===== src/rtl/ppu_write_queue_pkg.sv =====
// Shared types and constants for the PPU write queue: the queued write record,
// control/status bit positions and a status-word packing helper.
package ppu_pkg;

  localparam int PPU_ADDR_W = 12;
  localparam int PPU_DATA_W = 32;
  localparam logic [PPU_ADDR_W-1:0] PPU_CTRL_ADDR = 12'hFFF;

  // Control register bits (written by the CPU at CTRL_ADDR)
  localparam int CTRL_IRQ_EN  = 0;
  localparam int CTRL_IRQ_CLR = 1;
  localparam int CTRL_FLUSH   = 2;
  localparam int CTRL_OVF_CLR = 3;

  // Status word bits (read by the CPU at CTRL_ADDR)
  localparam int STAT_IRQ_EN    = 0;
  localparam int STAT_IRQ       = 1;
  localparam int STAT_VBLANK    = 2;
  localparam int STAT_OVF       = 3;
  localparam int STAT_COUNT_LSB = 8;

  typedef struct packed {
    logic [PPU_ADDR_W-1:0] addr;
    logic [PPU_DATA_W-1:0] data;
  } ppu_wr_t;

  function automatic logic [31:0] pack_status(input logic [7:0] count,
                                              input logic       ovf,
                                              input logic       vblank,
                                              input logic       irq,
                                              input logic       irq_en);
    logic [31:0] s;
    s = '0;
    s[STAT_COUNT_LSB +: 8] = count;
    s[STAT_OVF]            = ovf;
    s[STAT_VBLANK]         = vblank;
    s[STAT_IRQ]            = irq;
    s[STAT_IRQ_EN]         = irq_en;
    return s;
  endfunction

endpackage


===== src/rtl/ppu_write_queue_if.sv =====
// CPU slave bus plus the forwarded write port toward ppu_top.
// The queue sits on the slave side; the CPU/PPU environment is the master.
interface ppu_write_queue_if
  import ppu_pkg::*;
#(
  parameter int ADDR_W = PPU_ADDR_W,
  parameter int DATA_W = PPU_DATA_W
);

  logic              chipselect;
  logic              write;
  logic              read;
  logic [ADDR_W-1:0] address;
  logic [DATA_W-1:0] write_data;
  logic [31:0]       readdata;

  logic              out_valid;
  logic              out_ready;
  logic [ADDR_W-1:0] out_address;
  logic [DATA_W-1:0] out_write_data;

  modport master (
    output chipselect, write, read, address, write_data, out_ready,
    input  readdata, out_valid, out_address, out_write_data
  );

  modport slave (
    input  chipselect, write, read, address, write_data, out_ready,
    output readdata, out_valid, out_address, out_write_data
  );

endinterface


===== src/rtl/ppu_write_queue_fifo.sv =====
// Single-clock FIFO of ppu_wr_t with push, pop, flush and an occupancy count.
// A push into a full FIFO is taken only when a pop frees a slot the same cycle.
module ppu_sync_fifo
  import ppu_pkg::*;
#(
  parameter  int DEPTH = 16,
  localparam int PW    = $clog2(DEPTH),
  localparam int CW    = PW + 1
) (
  input  logic          clk,
  input  logic          reset,
  input  logic          push_i,
  input  logic          pop_i,
  input  logic          flush_i,
  input  ppu_wr_t       wr_i,
  output ppu_wr_t       head_o,
  output logic [CW-1:0] count_o,
  output logic          full_o,
  output logic          empty_o
);

  ppu_wr_t       mem_q [DEPTH];
  logic [PW-1:0] wr_ptr_q, wr_ptr_d;
  logic [PW-1:0] rd_ptr_q, rd_ptr_d;
  logic [CW-1:0] count_q, count_d;
  logic          do_push, do_pop;

  assign empty_o = (count_q == '0);
  assign full_o  = (count_q == CW'(DEPTH));

  // Flush beats everything; a pop frees room for a same-cycle push.
  assign do_pop  = pop_i && !empty_o && !flush_i;
  assign do_push = push_i && !flush_i && (!full_o || do_pop);

  // Next-state pointers and count
  always_comb begin
    // NOTE: every output of this block gets a default first so no latch is inferred.
    wr_ptr_d = wr_ptr_q;
    rd_ptr_d = rd_ptr_q;
    count_d  = count_q;
    if (flush_i) begin
      wr_ptr_d = '0;
      rd_ptr_d = '0;
      count_d  = '0;
    end else begin
      if (do_push) wr_ptr_d = wr_ptr_q + 1'b1;
      if (do_pop)  rd_ptr_d = rd_ptr_q + 1'b1;
      case ({do_push, do_pop})
        2'b10:   count_d = count_q + 1'b1;
        2'b01:   count_d = count_q - 1'b1;
        default: count_d = count_q;
      endcase
    end
  end

  // Pointer and count registers
  always_ff @(posedge clk) begin
    // NOTE: sequential state uses non-blocking assignment so all registers update together.
    if (!reset) begin
      wr_ptr_q <= '0;
      rd_ptr_q <= '0;
      count_q  <= '0;
    end else begin
      wr_ptr_q <= wr_ptr_d;
      rd_ptr_q <= rd_ptr_d;
      count_q  <= count_d;
    end
  end

  // Storage write
  always_ff @(posedge clk) begin
    // NOTE: storage is not reset; the head is masked while empty so stale entries never leak out.
    if (do_push) mem_q[wr_ptr_q] <= wr_i;
  end

  assign head_o  = empty_o ? '0 : mem_q[rd_ptr_q];
  assign count_o = count_q;

endmodule


===== src/rtl/ppu_write_queue.sv =====
// Defers CPU writes to PPU memory until vblank so video memories never change
// mid-frame. Also owns the vblank-start interrupt and a control/status register.
module ppu_write_queue
  import ppu_pkg::*;
#(
  parameter int               DEPTH     = 16,
  parameter int               ADDR_W    = PPU_ADDR_W,
  parameter int               DATA_W    = PPU_DATA_W,
  parameter logic [ADDR_W-1:0] CTRL_ADDR = PPU_CTRL_ADDR
) (
  input  logic               clk,
  input  logic               reset,
  input  logic               vblank,
  output logic               irq,
  ppu_write_queue_if.slave   bus
);

  localparam int CW = $clog2(DEPTH) + 1;

  logic          cpu_wr, ctrl_wr, push_req, stat_rd, pop, flush;
  logic          fifo_full, fifo_empty, vblank_rise;
  logic [CW-1:0] fifo_count;
  ppu_wr_t       wr_entry, head;

  logic          irq_q, irq_d;
  logic          irq_en_q, irq_en_d;
  logic          ovf_q, ovf_d;
  logic          vblank_q;
  logic [31:0]   readdata_q, readdata_d;

  // Address decode: the control register is never forwarded to the PPU.
  assign cpu_wr   = bus.chipselect && bus.write;
  assign ctrl_wr  = cpu_wr && (bus.address == CTRL_ADDR);
  assign push_req = cpu_wr && (bus.address != CTRL_ADDR);
  assign stat_rd  = bus.chipselect && bus.read && (bus.address == CTRL_ADDR);
  assign flush    = ctrl_wr && bus.write_data[CTRL_FLUSH];

  // Forwarding is gated by vblank combinationally so it stops the cycle vblank falls.
  assign bus.out_valid = vblank && !fifo_empty;
  assign pop           = bus.out_valid && bus.out_ready;

  assign wr_entry.addr = bus.address;
  assign wr_entry.data = bus.write_data;

  ppu_sync_fifo #(.DEPTH(DEPTH)) u_fifo (
    .clk     (clk),
    .reset   (reset),
    .push_i  (push_req),
    .pop_i   (pop),
    .flush_i (flush),
    .wr_i    (wr_entry),
    .head_o  (head),
    .count_o (fifo_count),
    .full_o  (fifo_full),
    .empty_o (fifo_empty)
  );

  assign bus.out_address    = head.addr;
  assign bus.out_write_data = head.data;

  assign vblank_rise = vblank && !vblank_q;

  // Control, interrupt, overflow and status next-state
  always_comb begin
    irq_en_d   = irq_en_q;
    irq_d      = irq_q;
    ovf_d      = ovf_q;
    readdata_d = '0;

    if (ctrl_wr) irq_en_d = bus.write_data[CTRL_IRQ_EN];

    // A vblank start wins over a clear landing in the same cycle.
    if (vblank_rise && irq_en_q)
      irq_d = 1'b1;
    else if (ctrl_wr && bus.write_data[CTRL_IRQ_CLR])
      irq_d = 1'b0;

    // A write into a full queue is dropped unless a beat drains this cycle.
    if (push_req && fifo_full && !pop)
      ovf_d = 1'b1;
    else if (ctrl_wr && bus.write_data[CTRL_OVF_CLR])
      ovf_d = 1'b0;

    if (stat_rd)
      readdata_d = pack_status(8'(fifo_count), ovf_q, vblank, irq_q, irq_en_q);
  end

  // Control/status registers
  always_ff @(posedge clk) begin
    if (!reset) begin
      irq_q      <= 1'b0;
      irq_en_q   <= 1'b0;
      ovf_q      <= 1'b0;
      vblank_q   <= 1'b0;
      readdata_q <= '0;
    end else begin
      irq_q      <= irq_d;
      irq_en_q   <= irq_en_d;
      ovf_q      <= ovf_d;
      vblank_q   <= vblank;
      readdata_q <= readdata_d;
    end
  end

  assign irq          = irq_q;
  assign bus.readdata = readdata_q;

endmodule


===== src/flat_wrapper.sv =====
// flat-port wrapper written by rule: the top's interface ports become plain ports
module ppu_write_queue_flat import ppu_pkg::*;
#(
  parameter int               DEPTH     = 16,
  parameter int               ADDR_W    = PPU_ADDR_W,
  parameter int               DATA_W    = PPU_DATA_W,
  parameter logic [ADDR_W-1:0] CTRL_ADDR = PPU_CTRL_ADDR
)
  (clk, reset, vblank, irq, bus_chipselect, bus_write, bus_read, bus_address, bus_write_data, bus_out_ready, bus_readdata, bus_out_valid, bus_out_address, bus_out_write_data);
  ppu_write_queue_if #(.ADDR_W(ADDR_W), .DATA_W(DATA_W)) bus_i ();
  input  logic clk;
  input  logic reset;
  input  logic vblank;
  output logic irq;
  input wire logic [$bits(bus_i.chipselect)-1:0] bus_chipselect;
  input wire logic [$bits(bus_i.write)-1:0] bus_write;
  input wire logic [$bits(bus_i.read)-1:0] bus_read;
  input wire logic [$bits(bus_i.address)-1:0] bus_address;
  input wire logic [$bits(bus_i.write_data)-1:0] bus_write_data;
  input wire logic [$bits(bus_i.out_ready)-1:0] bus_out_ready;
  output wire logic [$bits(bus_i.readdata)-1:0] bus_readdata;
  output wire logic [$bits(bus_i.out_valid)-1:0] bus_out_valid;
  output wire logic [$bits(bus_i.out_address)-1:0] bus_out_address;
  output wire logic [$bits(bus_i.out_write_data)-1:0] bus_out_write_data;
  assign bus_i.chipselect = bus_chipselect;
  assign bus_i.write = bus_write;
  assign bus_i.read = bus_read;
  assign bus_i.address = bus_address;
  assign bus_i.write_data = bus_write_data;
  assign bus_i.out_ready = bus_out_ready;
  assign bus_readdata = bus_i.readdata;
  assign bus_out_valid = bus_i.out_valid;
  assign bus_out_address = bus_i.out_address;
  assign bus_out_write_data = bus_i.out_write_data;
  ppu_write_queue #(.DEPTH(DEPTH), .ADDR_W(ADDR_W), .DATA_W(DATA_W), .CTRL_ADDR(CTRL_ADDR)) u_core (.clk(clk), .reset(reset), .vblank(vblank), .irq(irq), .bus(bus_i));
endmodule

===== config.mk =====
export PLATFORM = sky130hd
export DESIGN_NAME = ppu_write_queue_flat
export DESIGN_NICKNAME = d
export VERILOG_FILES = /design/src/rtl/ppu_write_queue_pkg.sv /design/src/rtl/ppu_write_queue_if.sv /design/src/rtl/ppu_write_queue_fifo.sv /design/src/rtl/ppu_write_queue.sv /design/src/flat_wrapper.sv
export SDC_FILE = /design/constraint.sdc
export NUM_CORES = 1
export LEC_CHECK = 0
export CAP_MARGIN = 20
export CORE_MARGIN = 1.5
export CORE_UTILIZATION = 64
export DETAILED_ROUTE_END_ITERATION = 10
export MAX_ROUTING_LAYER = met4
export PLACE_DENSITY = 0.84
export SLEW_MARGIN = 25
export SYNTH_ARGS = -nofsm -noshare
export SYNTH_HDL_FRONTEND = slang
export SYNTH_SLANG_ARGS = --single-unit

===== constraint.sdc =====
create_clock -name clk -period 13.5 [get_ports clk]
set_input_delay 2.7 -clock clk [delete_from_list [all_inputs] [get_ports clk]]
set_output_delay 2.7 -clock clk [all_outputs]
set_load 0.005 [all_outputs]

**After elaboration in Yosys (flattened, before gate mapping)**

Memory sizes are Yosys's and may differ from the RTL's. A register that Yosys moved wholly into a read port is not among the register bits.
Cells that the tools add are included.

- Register bits after elaboration: 49
- Output and inout port bits: 78
- Bits in writable memories: 704
- Bits of input ports: 51
- Memories: 1

Memories:

| memory | words | bits a word | read ports | clocked after Yosys merged registers in | write ports | line | source |
|---|---|---|---|---|---|---|---|
| u_core.u_fifo.mem_q | 16 | 44 | 1 | 1 | 1 | ppu_write_queue_fifo.sv:22 | `ppu_wr_t mem_q [DEPTH];` |

- Reductions and logical operators: 30
- Bitwise operators: 1
- Equal/unequal tests: 5
- Multiplexer cells: 10
- $add $sub $neg: 4

Operators by type and width:

| operator | count |
|---|---|
| 2-to-1 mux 44 bit | 1 |
| logical AND 1 bit | 18 |
| == test 12 bit, second input constant | 1 |
| != test 12 bit, second input constant | 1 |
| one-hot mux 5 bit (2 select lines) | 1 |
| adder 4 x 1 -> 4 bit, second input constant | 2 |
| 2-to-1 mux 4 bit | 2 |
| 2-to-1 mux 1 bit | 6 |
| nonzero test 2 bit | 3 |
| adder 5 x 1 -> 5 bit, second input constant | 1 |
| == test 5 bit, second input constant | 1 |
| zero test 1 bit | 5 |
| zero test 5 bit | 1 |
| subtractor 5 x 1 -> 5 bit, second input constant | 1 |
| == test 2 x 1 -> 1 bit, second input constant | 1 |
| == test 2 bit, second input constant | 1 |
| AND reduction 2 bit | 1 |
| OR reduction 2 bit | 1 |
| logical OR 1 bit | 1 |
| inverter 1 bit | 1 |

**Logic depth before layout (Yosys ltp)**

- Depth after elaboration: 10
- Mapped depth: 10
- Depth with buffers taken out: 10

**Modules after synthesis**

A second synthesis with hierarchy kept.

- Cell total of the unflattened synthesis: 1284
- Area total of the unflattened synthesis: 28566.1 um2

By module, submodules not included:

| module | cells each | instances | seq. area each (um2) | area each (um2) |
|---|---|---|---|---|
| ppu_sync_fifo | 1213 | 1 | 21480.6 | 27874.2 |
| ppu_write_queue | 71 | 1 | 260.2 | 691.9 |

**Least setup slack after synthesis**

No wires, ideal clock.

- Path kind: input -> register
- Start: input bus_address[3]
- End: memory u_core.u_fifo.mem_q[3][0] in the netlist's numbering (enable)
- Setup time: 0.500 ns
- Path buffers: 0
- Stages: 4
- Data arrival time: 6.766 ns
- Setup slack: 6.234 ns
- Required time: 13.000 ns
- Cell sequence: and4_1 -> a31oi_1 -> nand3_1 -> nor3_1

- Longest elaborated chain between the ends: 9
- Elaborated cells between the ends (all ways): 12

Ends and longest elaborated chain:

| item | line | source |
|---|---|---|
| from (decl) | flat_wrapper.sv:18 | `input wire logic [$bits(bus_i.address)-1:0] bus_address;` |
| == test 12 bit | ppu_write_queue.sv:33 | `assign ctrl_wr = cpu_wr && (bus.address == CTRL_ADDR);` |
| logical AND 1 bit | ppu_write_queue.sv:33 |  |
| logical AND 1 bit | ppu_write_queue.sv:36 | `assign flush = ctrl_wr && bus.write_data[CTRL_FLUSH];` |
| zero test 1 bit | ppu_write_queue_fifo.sv:32, ppu_write_queue_fifo.sv:33 |  |
| logical AND 1 bit | ppu_write_queue_fifo.sv:32 | `assign do_pop = pop_i && !empty_o && !flush_i;` |
| logical OR 1 bit | ppu_write_queue_fifo.sv:33 | `assign do_push = push_i && !flush_i && (!full_o \|\| do_pop);` |
| logical AND 1 bit (*) | ppu_write_queue_fifo.sv:33 |  |
| 2-to-1 mux 1 bit (*) | ppu_write_queue_fifo.sv:73 | `if (do_push) mem_q[wr_ptr_q] <= wr_i;` |
| 2-to-1 mux 1 bit (not written as such) (*) | ppu_write_queue_fifo.sv:73 |  |
| to (decl) | ppu_write_queue_fifo.sv:22 |  |

Mark *: on every way between the ends. The rest lies on a longest branch, timed or not.

==> impl_results.md <==
- Post-DP HPWL: 31.37 mm
- Sequential area share after synthesis: 0.7693
- Num CTS Buffers: 70
- Worst setup EP type: primary output
- I/O pin count: 129
- Synth unique cells: 43
- PortBufs: 105
- Fmax: 136.8 MHz
- Synthesized area: 0.02826 mm2
- FF+latch count, synth: 734
- RSZ-0062 raised after global routing: no
- Die Y-Extent: 213.1 um
- WS Path Type: register to primary output
- FILL cells: 2157
- Global-route wire length before repair: 99.44 mm
- Worst-skew pair later-pin latency: 620 ps
- Tcrit/Tclk final: 0.5413
- Pins over their slew limit: 0
- Clock Tree Root: clkbuf_16
- Site row count: 76
- Critical Path RT: 10800 ps
- Postcts setup bufs: 0
- Clock Sinks: 734
- Max Root-Sink Buffers: 3
- Worst path depth: 6
- Pwr dens: 148.0 mW/mm2
- First drt pass iteration count: 7
- Crit-path max FO: 79
- Cell taking the most area after synthesis: edfxtp_1
- GPL Wtd Cong: 0.8065
- CP peak stage delay: 820 ps
- Multi-input gate area: 0.006271 mm2
- Cells after Synth: 1214
- Largest net degree at the start of global routing: 80
- Hold_buf cts: 0
- Clk_skew: 45.67 ps
- GR Util met1: 0.4319
- Initial core utilization: 0.6517
- Synth warnings: 0
- Cells along the critical path: buf_4 > buf_6 > mux4_2 > mux4_2 > nor2b_1 > clkdlybuf4s50_1
- Clock transition at the registers of the reported paths: 60 ps
- Most numerous cell in the Yosys netlist: edfxtp_1
- Share of cells above drive strength 1: 0.2619
- Post-synth EDFFs: 704
- Starting DRT DRC Count: 2048
- Synth Flop Type: edfxtp_1
- Routed Antenna Nets: 0
- Reg2reg path depth: 6
- Drt total wl: 68.72 mm
- Final Setup Violations: 0
- Setup_tns: 0 ps
- Fraction of registers with async set/reset: 0
- Slowest library cell on the worst path: dfxtp_4
- DR vias: 14108
- H-tree depth: 3
- Final #Nets: 1419
- Minimum clock period: 7308 ps
- Hold WC Path Type: register to register
- Cts repair resizes: 0
- CTS tree: yes
- Initial antenna violation count: 1
- Worst-margin pin slew: 990.1 ps
- Top post-synthesis cells by area: edfxtp_1, mux4_2, dfxtp_1
- Fin. Hold Viols: 0
- Synth top cells by count: edfxtp_1, mux4_2, nor2b_1
- Total core area: 0.04336 mm2
- GRT Util Overall: 0.3257
- Largest delay share family, worst path: buffers and inverters
- Peak VDD IR: 0.0001150 V
- Data arrival, critical path: 4610 ps
- Sequential cell area: 0.02175 mm2
- DR WL/cell: 34.34 um
- Grt total ovfl: 0
- GR Util met2: 0.5184
- Busiest layer in global routing: met2
- DIE AREA: 0.04543 mm2
- Vias in the first global route: 14492
- DR vias/cell: 7.050
- Status: finished, final reports clean
- Startpoint Class: register
- Avg Inst Size Synth: 23.28 um2
- Met3 Use GR: 0.06074
- Synth top area share: 0.7480
- Max Cap Violations: 0
- Top cell by count, worst path: mux4_2
- LEAKAGE: 9.845 nW
- Layout overhead on the synthesized area: 14.26%
- Die Span X: 213.1 um
- Buf+Inv Stages, Crit Path: 3
- Rel. slew slack: 0.3399
- DRC viols: 0
- Total power: 4.780 mW
- Hold path depth: 1
==> registers in the layout, summed over array words and instances, names as in the netlist, named ones only <==
signal / flops
u_core.u_fifo.mem_q: 704
u_core.bus.readdata: 9
u_core.u_fifo.count_o: 5
u_core.u_fifo.rd_ptr_q: 4
u_core.u_fifo.wr_ptr_q: 4
u_core.irq: 1
u_core.irq_en_q: 1
u_core.ovf_q: 1
u_core.vblank_q: 1
==> cell families after synthesis <==
family	Yosys count	synth area share
DFF	734	0.7693
buffers and inverters	86	0.01589
adders and majority gates	9	0.004250
xor gates and xnor gates	5	0.001550
other	1	0.0001327
muxes	222	0.1760
AOI/OAI and AO/OA	27	0.006597
and+or+nand+nor	130	0.02625
==> worst paths after layout <==
kind              slack [ps]                                     to                                  start
setup / recovery        6190                  bus_out_write_data[0]                               register
hold / removal           510      u_core.bus.readdata[3]$_SDFF_PN0_              u_core.ovf_q$_SDFFE_PN0P_
hold reg to reg          510      u_core.bus.readdata[3]$_SDFF_PN0_              u_core.ovf_q$_SDFFE_PN0P_
setup reg to reg        9840  u_core.u_fifo.mem_q[11][40]$_DFFE_PP_  u_core.u_fifo.count_o[0]$_SDFFE_PP0P_
==> power breakdown <==
group / internal (mW) / leakage (nW) / total, mW / switching, mW
logic: 0.149 / 2.17 / 0.300 / 0.151
clock network: 1.11 / 1.09 / 1.96 / 0.846
registers: 2.51 / 6.59 / 2.52 / 0.0142
total: 3.77 / 9.85 / 4.78 / 1.01
==> placed cells by master (no fill, tap or decap), drive strengths merged, types with 3 or more instances in the layout <==
master,instances
ha,8
xnor2,3
or4,3
edfxtp,704
clkbuf,92
a21o,3
nor2,21
nor3,9
and2,11
buf,27
nand3,12
dfxtp,30
nor4,4
a21oi,8
diode,3
clkinv,27
inv,5
clkdlybuf4s50,105
bufinv,5
nor2b,45
mux4,220
o21ai,7
nand2,10
and4,5
conb,23
nand4,5
==> final cells by class <==
class,count,area share
clock inverters,34,0.009415
flip-flops and latches,734,0.6736
well taps,585,0.02267
diodes,3,0.0002325
repair buffers,132,0.03917
clock buffers,92,0.06010
multi-input cells,416,0.1942
inverters,5,0.0005812
==> layer usage <==
metal / up-vias / share of wire
met5: - / 0
met3: 138 / 0.10
met1: 7456 / 0.36
li1: 5387 / -
met4: 0 / 0.027
met2: 1127 / 0.51
==> stage by stage <==
| stage | area, um2 | utilization | setup slack [ps] | hold slack, ps | instances |
|---|---|---|---|---|---|
| 2_1_floorplan | 28340 | - | 6234 | 430.5 | 1236 |
| 3_3_place_gp | 30030 | 0.6925 | 6601 | 472.5 | 1872 |
| 3_5_place_dp | 30030 | 0.6926 | 6725 | 480.9 | 1872 |
| 4_1_cts | 32280 | 0.7444 | 6220 | 500.8 | 1998 |
| 5_1_grt | 32290 | 0.7446 | 6112 | 514.0 | 1999 |
| 6_report | 32290 | 0.7447 | 6192 | 505.6 | 2001 |
(Power assumes the default switching activity.)
